$ cat src/rtl/dispatch_pkg.sv
// Shared dispatch-side definitions: head-slot count, ready-count type and
// the wrap-around pointer adder used by the buffer and the slot mux.
package dispatch_pkg;

  localparam int READY_SLOTS = 3;

  typedef logic [1:0] ready_count_t;

  // Advance a circular pointer by inc entries, wrapping at depth.
  // Callers keep ptr < depth and inc <= depth, so a single conditional
  // subtract is enough and depth need not be a power of two.
  function automatic logic [3:0] wrap_add(input logic [3:0] ptr,
                                          input logic [3:0] inc,
                                          input logic [3:0] depth);
    logic [4:0] sum;
    sum = {1'b0, ptr} + {1'b0, inc};
    if (sum >= {1'b0, depth}) begin
      sum = sum - {1'b0, depth};
    end
    return sum[3:0];
  endfunction

endpackage

$ cat src/rtl/ready_head_mux.sv
// Head-slot selector: presents the oldest READY_SLOTS entries of the
// circular storage in program order, zeroing slots beyond the ready count.
module ready_head_mux
  import dispatch_pkg::*;
#(
  parameter int INSTR_W = 32,
  parameter int DEPTH   = 4,
  parameter int PTR_W   = $clog2(DEPTH)
) (
  input  logic [PTR_W-1:0]               rd_ptr_i,
  input  logic [DEPTH*INSTR_W-1:0]       storage_i,
  input  logic [1:0]                     ready_count_i,
  output logic [READY_SLOTS*INSTR_W-1:0] slots_o
);

  logic [PTR_W-1:0] idx;

  // Slot k reads entry (rd_ptr + k) wrapped; slots at or above the count read 0.
  always_comb begin
    slots_o = '0;
    idx     = '0;
    for (int k = 0; k < READY_SLOTS; k++) begin
      idx = PTR_W'(wrap_add(4'(rd_ptr_i), 4'(k), 4'(DEPTH)));
      if (2'(k) < ready_count_i) begin
        slots_o[k*INSTR_W +: INSTR_W] = storage_i[idx*INSTR_W +: INSTR_W];
      end
    end
  end

endmodule

$ cat src/rtl/ready_instruction_buffer.sv
// Circular buffer between decode and dispatch. Accepts one decoded word per
// cycle, exposes up to three oldest entries as ready slots, retires what the
// dispatcher consumed and empties itself on a jump flush.
module ready_instruction_buffer
  import dispatch_pkg::*;
#(
  parameter int INSTR_W = 32,
  parameter int DEPTH   = 4
) (
  input  logic                           main_clk,
  input  logic                           main_rst_n,
  input  logic                           in_valid,
  input  logic [INSTR_W-1:0]             in_instruction,
  output logic                           in_ready,
  output logic [1:0]                     ready_instruction_count_now,
  output logic [READY_SLOTS*INSTR_W-1:0] ready_instructions_extern,
  input  logic [1:0]                     used_ready_instruction_count,
  input  logic                           jump_triggering_now,
  output logic [3:0]                     occupancy
);

  localparam int         PTR_W   = $clog2(DEPTH);
  localparam logic [3:0] DEPTH_C = 4'(DEPTH);

  logic [PTR_W-1:0]         rd_ptr_q, rd_ptr_d;
  logic [PTR_W-1:0]         wr_ptr_q, wr_ptr_d;
  logic [3:0]               count_q, count_d;
  logic                     in_ready_q, in_ready_d;
  ready_count_t             rdy_cnt_q, rdy_cnt_d;
  logic [DEPTH*INSTR_W-1:0] storage_q;

  logic                     push;
  logic [1:0]               pop_n;

  // Handshake and retire amount; a flush squashes both the push and the pop.
  always_comb begin
    push  = in_valid & in_ready_q & ~jump_triggering_now;
    pop_n = 2'd0;
    if (!jump_triggering_now) begin
      pop_n = (used_ready_instruction_count > rdy_cnt_q) ? rdy_cnt_q
                                                         : used_ready_instruction_count;
    end
  end

  // Next pointers, count and the registered status it implies.
  always_comb begin
    rd_ptr_d = rd_ptr_q;
    wr_ptr_d = wr_ptr_q;
    count_d  = count_q;
    if (jump_triggering_now) begin
      rd_ptr_d = '0;
      wr_ptr_d = '0;
      count_d  = 4'd0;
    end else begin
      rd_ptr_d = PTR_W'(wrap_add(4'(rd_ptr_q), {2'b00, pop_n}, DEPTH_C));
      if (push) begin
        wr_ptr_d = PTR_W'(wrap_add(4'(wr_ptr_q), 4'd1, DEPTH_C));
      end
      count_d = count_q + {3'b000, push} - {2'b00, pop_n};
    end
    in_ready_d = (count_d < DEPTH_C);
    rdy_cnt_d  = (count_d > 4'd3) ? 2'd3 : count_d[1:0];
  end

  // Control state with asynchronous active-low reset.
  always_ff @(posedge main_clk or negedge main_rst_n) begin
    if (!main_rst_n) begin
      rd_ptr_q   <= '0;
      wr_ptr_q   <= '0;
      count_q    <= 4'd0;
      in_ready_q <= 1'b0;
      rdy_cnt_q  <= 2'd0;
    end else begin
      rd_ptr_q   <= rd_ptr_d;
      wr_ptr_q   <= wr_ptr_d;
      count_q    <= count_d;
      in_ready_q <= in_ready_d;
      rdy_cnt_q  <= rdy_cnt_d;
    end
  end

  // Instruction storage; contents are only visible through the masked slots, so no reset.
  always_ff @(posedge main_clk) begin
    if (push) begin
      storage_q[wr_ptr_q*INSTR_W +: INSTR_W] <= in_instruction;
    end
  end

  ready_head_mux #(
    .INSTR_W (INSTR_W),
    .DEPTH   (DEPTH),
    .PTR_W   (PTR_W)
  ) u_head_mux (
    .rd_ptr_i      (rd_ptr_q),
    .storage_i     (storage_q),
    .ready_count_i (rdy_cnt_q),
    .slots_o       (ready_instructions_extern)
  );

  assign in_ready                    = in_ready_q;
  assign ready_instruction_count_now = rdy_cnt_q;
  assign occupancy                   = count_q;

`ifndef SYNTHESIS
  // The dispatcher may never consume more slots than were offered.
  used_within_ready : assert property (
    @(posedge main_clk) disable iff (!main_rst_n)
    !jump_triggering_now |-> (used_ready_instruction_count <= rdy_cnt_q)
  ) else $error("dispatcher used %0d slots but only %0d were ready",
                used_ready_instruction_count, rdy_cnt_q);
`endif

endmodule

$ cat config.mk
export PLATFORM = sky130hd
export DESIGN_NAME = ready_instruction_buffer
export DESIGN_NICKNAME = d
export VERILOG_FILES = /design/src/rtl/dispatch_pkg.sv /design/src/rtl/ready_head_mux.sv /design/src/rtl/ready_instruction_buffer.sv
export SDC_FILE = /design/constraint.sdc
export NUM_CORES = 1
export LEC_CHECK = 0
export ABC_AREA = 1
export BUFFER_PORTS_ARGS = -buffer_cell sky130_fd_sc_hd__clkbuf_2
export CAP_MARGIN = 30
export CORE_ASPECT_RATIO = 0.9
export CORE_MARGIN = 2
export CORE_UTILIZATION = 50
export CTS_BUF_LIST = sky130_fd_sc_hd__clkbuf_8 sky130_fd_sc_hd__clkbuf_16
export CTS_CLUSTER_SIZE = 40
export DETAILED_ROUTE_END_ITERATION = 8
export GPL_ROUTABILITY_DRIVEN = 0
export MAX_ROUTING_LAYER = met4
export PLACE_DENSITY = 0.73
export SLEW_MARGIN = 0
export SYNTH_ARGS = -nofsm -noshare
export SYNTH_HDL_FRONTEND = slang
export SYNTH_SLANG_ARGS = --single-unit
$ cat constraint.sdc
create_clock -name main_clk -period 3.9 [get_ports main_clk]
set_input_delay 0.195 -clock main_clk [delete_from_list [all_inputs] [get_ports main_clk]]
set_output_delay 0.195 -clock main_clk [all_outputs]
set_load 0.01 [all_outputs]
==> metrics.txt, run 1 <==
RSZ-0062 raised after global routing=no; initial core utilization=51.4%; Syn. warnings=0; r2r setup slk=1080 ps; Critical Path End Type=primary output; Slew Limit Fails=0; hold path endpoint=storage_q[106]; Yosys cell types=26; largest net degree at the start of global routing=98; Sink Count=139; Layout Skew=7.37 ps; clk buf depth=2; layout cell share with drive strength beyond 1=17.2%; r2r endpoint=in_ready; Final nets=1,168; PnR Total Power=0.00675 W; Post-Syn Area=8000 um2; sequential area share after synthesis=51.5%; WL/cell=17.0 um; worst hold path cell count=3; clk_lat worst skew=430 ps; Worst Max-Slew Pin Slew=1020 ps; number of I/O port buffers=140; via count=7,341; global-route wire length before repair=35,200 um; most frequent cells in the layout=nand2_1 (275), clkbuf_2 (140), edfxtp_1 (128), inv_1 (127), nor2_1 (102); WS Path Type=register to primary output; Slew headroom=32.0%; depth of the worst register-to-register path=17; Startpoint Class=register; Die ar.=17,000 um2; status=completed; Antenna Nets Post-Route=0; peak supply drop=0.376 mV; CP max stage cell=inv_2; commonest non-fill, non-tap cell in the layout=nand2_1; Period minus WS final=2950 ps; power per cell area=714 nW/um2; f_max=0.339 GHz; Leakage=4.23 nW; post-route setup TNS=0 ps; io pins=141; HPWL Detailed=14,200 um; Die H=124 um; Max-Cap Viols=0; vias per cell=5.52; syn_area_per_cell=7.96 um2; Final Hold Fails=0; chip width=137 um; core area=15,500 um2; Hold Crit Class=primary input to register; root buffer selected by CTS=clkbuf_16; critical path's largest stage delay=830 ps; critical path arrival=2750 ps; Hold WS=115 ps; min-delay src=in_instruction[10]; Syn Inst Count=1,005; initial antenna violation count=0; ANT cells=0; Final Setup Violations=0; Mapped Nets=1,057; Synth-to-Final Area Change=18.4%; Final Util=60.9%; worst r2r src=ready_instruction_count_now[1]; drc violations=0; total wire length=22,600 um; Synth top area share=48.1%; fin crit share=75.6%; Seq cells post-synth=139; global router's overall resource usage=28.3%; H-tree depth=4; Synth area leaders=edfxtp_1 (48%), nand2_1 (13%), a21oi_1 (6.1%); number of global-route vias before repair=6,717; CTS Buf Count=17; fill count=1,388; num rows=43; crit-path max FO=54; Reg clk slew, reported paths=60 ps; worst path required time=3700 ps; total grt overflow=0; CP Cell Sequence=inv_2 > nand2_1 > o21ai_0 > nand2_1 > a21oi_1 > clkbuf_2; CTS tree=done; Pre-antenna DRT Iters=7; Critical Path Most Common Cell=nand2_1; area leader, netlist=edfxtp_1; Iter 0 DRT Violations=658
[logic make-up after synthesis]
logic type / share of synthesized area, %
buffers and inverters: 9.78
xor gates and xnor gates: 0.110
adders and majority gates: 2.28
DFF: 51.5
AOI/OAI and AO/OA: 15.4
and+or+nand+nor: 20.9
[metal layers]
layer / GRT usage, % / vias to the layer above / part of all wire, %
li1: - / 3518 / -
met1: 37.3 / 3468 / 43
met2: 44.9 / 317 / 48
met3: 3.74 / 38 / 7.2
met4: 10.9 / 0 / 1.8
met5: - / - / 0
[critical path, delay by kind of cell, from the launching register on]
family,cells,cell delay [ps]
AND/OR/NAND/NOR,2,180
AO/OA/AOI/OAI,2,420
buffers and inverters,2,1020
flip-flops,1,700
[cell type report]
class,instances,area [um2],share of cell area (%)
sequential,139,4130,43.6
multi-input combinational,673,3140,33.2
timing repair buffer,159,901,9.52
inverter,126,473,5.00
clock buffer,17,425,4.49
tap,202,253,2.67
clock inverter,15,143,1.51
[Yosys cell counts, drive strengths merged]
master / number
fa: 1
ha: 13
o21bai: 1
nor2: 108
a21oi: 97
nor3b: 1
nand2: 275
edfxtp: 128
a22oi: 32
buf: 35
nand3: 8
clkinv: 1
clkbuf: 32
xnor2: 1
or2: 2
o21ai: 100
nor3: 34
inv: 125
dfrtp: 11
[power by group]
group          total [W]  switching (W)  leakage, nW  internal [W]
Combinational    0.00324        0.00219         2.61       0.00105
Clock            0.00158       0.000600        0.297      0.000981
Sequential       0.00194       0.000143         1.32       0.00179
Total            0.00675        0.00293         4.23       0.00382
[through the flow]
stage	instance area, um2	setup slack [ps]	std cells
floorplan	8000	934	1005
global placement	8800	1180	1294
detailed placement	8880	1110	1297
CTS	9460	996	1331
global route	9460	769	1331
finish	9460	952	1331
[timing repair]
action                                 in CTS  in global routing
hold buffers                                2                  0
gates resized for setup                     0                  0
buffers inserted                            0                  0
endpoints found under the hold margin      13                  0
[how the worst max path moves through the flow]
stage	from	endpoint	slack, ps	cells past startpoint
final	rd_ptr_q[0]	ready_instructions_extern[63]	950	6
after detailed placement	ready_instruction_count_now[1]	in_ready	1110	17
after global placement	ready_instruction_count_now[1]	in_ready	1180	17
after floorplan	wr_ptr_q[0]	storage_q[0]	930	5
after CTS	rd_ptr_q[0]	ready_instructions_extern[87]	1000	6
after global routing	rd_ptr_q[0]	ready_instructions_extern[82]	770	6
[flip-flops by register name (all words and copies together) (netlist names)]
signal	cells
ready_instruction_count_now	2
in_ready	1
occupancy	4
storage_q	128
rd_ptr_q	2
wr_ptr_q	2
Power figures use the tool's default switching activity.
==> run 2: changes to the inputs <==
clock period = 2.9 ns   (was 3.9 ns; I/O delays follow)
==> run 2 against run 1 <==
  * Final cell count rose by 0.53%
  * Power rose by 35%
  * Critical path depth grew 11
  * Clock skew about the same
  * Design area is 0.56% higher
  * Register-to-register slack got worse by 860 ps
  * Critical path type is now register to register
  * Critical endpoint is now in_ready
  * Largest cell class unchanged
==> metrics.txt, run 2 (same netlist as run 1, synthesis figures left out) <==
Layout Skew=7.10 ps; CTS Buf Count=17; Startpoint Class=register; Period minus WS final=2680 ps; initial core utilization=51.4%; Sink Count=139; global router's overall resource usage=28.6%; Die ar.=17,000 um2; critical path arrival=3000 ps; number of I/O port buffers=140; global-route wire length before repair=35,500 um; ANT cells=0; Final nets=1,175; via count=7,358; Slew headroom=45.2%; f_max=0.373 GHz; Worst Max-Slew Pin Slew=821 ps; clk_lat worst skew=430 ps; io pins=141; Hold Crit Class=primary input to register; layout cell share with drive strength beyond 1=18.0%; HPWL Detailed=14,700 um; CP Cell Sequence=inv_1 > ha_1 > inv_1 > o21ai_2 > nand2_1 > o21ai_0 > nor2_1 > ha_1 > inv_1 > ha_1 > fa_1 > nand2_1 > nand2_1 > nor2_1 > inv_1 > nand2_1 > inv_1; met2 Use GR=44.6%; total grt overflow=0; Critical Path Most Common Cell=inv_1; number of global-route vias before repair=6,759; core area=15,500 um2; Reg clk slew, reported paths=50 ps; Synth-to-Final Area Change=19.0%; most frequent cells in the layout=nand2_1 (275), clkbuf_2 (140), edfxtp_1 (128), inv_1 (126), nor2_1 (102); num rows=43; fin crit share=92.4%; worst path required time=3220 ps; busiest grt layer=met2; Largest Register=storage_q; critical path's largest stage delay=400 ps; vias per cell=5.50; initial antenna violation count=0; chip width=137 um; Max-Cap Viols=0; H-tree depth=4; CP max stage cell=fa_1; total wire length=22,900 um; Die H=124 um; fill count=1,338; max reg flops=128; clk buf depth=2; peak supply drop=0.505 mV; CTS tree=done; PnR Total Power=0.00915 W; WS Path Type=register to register; drc violations=0; met3 GRT Util=5.05%; Critical Path End Type=register; Final Setup Violations=0; Final Hold Fails=0; power per cell area=961 nW/um2; WL/cell=17.1 um; root buffer selected by CTS=clkbuf_16; post-CTS setup buffers=0; Iter 0 DRT Violations=758; crit-path max FO=3; commonest non-fill, non-tap cell in the layout=nand2_1; Antenna Nets Post-Route=0; pre-CTS WS=180 ps; Slew Limit Fails=0; largest net degree at the start of global routing=76; status=completed; Pre-antenna DRT Iters=5; Leakage=4.27 nW; Final WS setup=219 ps; met1 Use GR=37.8%
==> run 2: area by class of cell <==
type                    count  area [um2]  area share (%)
clock buffers              17         425            4.47
clock inverters            15         141            1.49
inverters                 126         473            4.97
multi-input cells         673        3150            33.1
flip-flops and latches    139        4130            43.4
well taps                 202         253            2.66
repair buffers            166         951            9.99
==> run 2: through the flow <==
stage | utilization [%] | setup TNS, ps | cell area [um2] | std cells | hold slack, ps
6_report | 61.2 | 0 | 9520 | 1338 | 60.0
5_1_grt | 61.2 | -2.39 | 9520 | 1338 | 80.5
4_1_cts | 61.2 | 0 | 9510 | 1338 | 58.3
3_5_place_dp | 57.4 | 0 | 8930 | 1304 | 36.5
3_3_place_gp | 57.4 | 0 | 8930 | 1304 | 38.4
2_1_floorplan | - | 0 | 8000 | 1005 | -151
==> run 2: worst paths after layout <==
| check | start | end | slack [ps] | cells after the start |
|---|---|---|---|---|
| worst max-delay path | ready_instruction_count_now[1] | in_ready | 220 | 17 |
| worst min-delay path | in_instruction[17] | storage_q[17] | 60 | 3 |
| worst max register to register | ready_instruction_count_now[1] | in_ready | 220 | 17 |
| worst min register to register | wr_ptr_q[1] | wr_ptr_q[1] | 630 | 2 |
| max in group asynchronous | main_rst_n | rd_ptr_q[0] | 2510 | 2 |
| min in group asynchronous | main_rst_n | occupancy[0] | 140 | 2 |
==> run 2: repair_timing <==
action / 4_1_cts / 5_1_grt
hold buffers: 2 / 0
resized for setup: 0 / 2
hold endpoints to repair: 13 / 0
endpoints found under the setup margin: 0 / 3
==> run 2: worst max-delay path, delay by kind of cell, from the launching register on <==
family                     cells  cell delay (ps)
adders and majority gates      4             1170
buffers and inverters          5              280
AOI/OAI and AO/OA              2              310
DFF                            1              340
and+or+nand+nor                6              480
==> run 2: routing by layer <==
metal,up-vias,routed length [um]
met3,41,1880
met2,331,10800
met5,-,0
li1,3525,-
met1,3461,9650
met4,0,508
==> run 2: where the power goes <==
group	internal [W]	switching (W)
clock	0.00132	0.000788
sequential	0.00241	0.000138
combinational	0.00145	0.00304
==> run 3: changes to the inputs <==
BUFFER_PORTS_ARGS = default   (was -buffer_cell sky130_fd_sc_hd__clkbuf_2)
DONT_BUFFER_PORTS = 1   (was default)
PLACE_DENSITY = default   (was 0.73)
SETUP_SLACK_MARGIN = 0.2   (was default)
==> run 3 against run 2 <==
  * Power down 7.5%
  * Utilization fell by 2.3 points
  * Global-route usage decreased by 0.78 points
  * Sequential share of layout area increased by 1.7 points
  * Largest cell class unchanged
  * Highest routed layer unchanged
==> metrics.txt, run 3 (same netlist as run 1, synthesis figures left out) <==
CP Cell Sequence=inv_2 > ha_4 > inv_2 > o21ai_2 > nand2_1 > o21ai_2 > nor2_2 > ha_1 > inv_2 > ha_4 > fa_2 > nand2_1 > nand2_1 > nor2_2 > inv_2 > nand2_1 > inv_1; total wire length=22,300 um; peak supply drop=0.582 mV; RSZ-0062 raised after global routing=yes; chip width=137 um; Leakage=3.79 nW; f_max=0.391 GHz; CP max stage cell=dfrtp_2; root buffer selected by CTS=clkbuf_16; FF+latch area=4130 um2; CTS Buf Count=17; Slew Limit Fails=0; post-route setup TNS=0 ps; power per cell area=924 nW/um2; Max-Cap Viols=0; number of global-route vias before repair=6,242; crit-path max FO=5; Critical Path End Type=register; DRT met1 WL=9840 um; fin crit share=88.3%; num rows=43; fin cells=1,235; io pins=141; Highest Signal Layer=met4; Final Hold Fails=0; HPWL Detailed=14,300 um; Worst Max-Slew Pin Slew=894 ps; WS Path Type=register to register; core area=15,500 um2; total grt overflow=0; most frequent cells in the layout=nand2_1 (275), edfxtp_1 (128), inv_1 (121), nor2_1 (100), a21oi_1 (97); Die ar.=17,000 um2; fill count=1,446; worst path required time=3210 ps; Hold WS=13.3 ps; initial core utilization=51.4%; Final nets=1,073; CP bufs+invs=5; Startpoint Class=register; placed insts=1,176; Sink Count=139; max reg flops=128; Final Setup Violations=0; Met2 Routed Length=10,600 um; clk_lat worst skew=410 ps; ANT cells=0; Synth-to-Final Area Change=14.5%; Period minus WS final=2560 ps; Die H=124 um; Slew headroom=40.3%; Reg clk slew, reported paths=60 ps; layout cell share with drive strength beyond 1=8.71%; largest net degree at the start of global routing=98; met3 routed WL=1540 um; Hold Crit Class=primary input to register; Largest Register=storage_q; number of I/O port buffers=0; critical path arrival=2870 ps; Iter 0 DRT Violations=576; global router's overall resource usage=27.8%; critical path's largest stage delay=440 ps; family with the most delay on the worst path=adder cells; Layout Skew=4.72 ps; CTS tree=done; PnR Total Power=0.00846 W; Antenna Nets Post-Route=0; H-tree depth=4; clk buf depth=2; initial antenna violation count=0; WL/cell=18.1 um; Multi-input gate area=3180 um2; Final Util=58.9%; global-route wire length before repair=34,200 um; via count=6,788; commonest non-fill, non-tap cell in the layout=nand2_1; Pre-antenna DRT Iters=5; status=completed; vias per cell=5.50; drc violations=0
run 3: cell types whose count changed in the layout (fill, tap and decap cells not counted), moves of 4 or more:
cell	previous run	this run
clkbuf_2	140	0
inv_2	3	7
buf_4	20	35
dlygate4sd3_1	2	24
inv_1	126	121
run 3: timing repair:
| item | 4_1_cts | 5_1_grt |
|---|---|---|
| setup buffers | 1 | 3 |
| pin swaps | 2 | 9 |
| resized for setup | 2 | 10 |
| hold endpoints to repair | 60 | 0 |
| gates cloned | 0 | 0 |
| setup endpoints to repair | 1 | 3 |
| hold buffers | 24 | 0 |
run 3: power breakdown:
part | total (W) | leakage (nW) | switching [W] | internal, W
Sequential | 0.00259 | 1.32 | 0.000181 | 0.00241
Clock | 0.00193 | 0.262 | 0.000789 | 0.00114
Combinational | 0.00394 | 2.21 | 0.00282 | 0.00112
Total | 0.00846 | 3.79 | 0.00379 | 0.00467
run 3: final cells by class:
type	count	area share, %
clock buffer	17	4.65
clock inverter	14	0.998
inverter	126	5.17
multi-input combinational	673	34.8
sequential	139	45.1
tap	202	2.76
timing repair buffer	64	6.59
run 3: path summary, 6_finish.rpt:
path	from	depth (start not counted)	slack, ps	to
setup / recovery	ready_instruction_count_now[1]	17	340	in_ready
hold / removal	in_instruction[28]	2	10	storage_q[92]
setup reg to reg	ready_instruction_count_now[1]	17	340	in_ready
hold reg to reg	wr_ptr_q[1]	2	590	wr_ptr_q[1]
max in group asynchronous	main_rst_n	1	2400	rd_ptr_q[0]
min in group asynchronous	main_rst_n	1	130	in_ready
run 3: layer usage:
metal  track usage [%]  up-vias
met5                 -        -
met4              8.96        0
met3              4.80       28
met2              43.4      260
met1              37.3     3179
li1                  -     3321
run 3: per-stage QoR:
step	setup slack (ps)	cell area, um2
2_1_floorplan	219	8010
3_3_place_gp	250	8330
3_5_place_dp	190	8330
4_1_cts	245	9100
5_1_grt	170	9160
6_report	341	9160
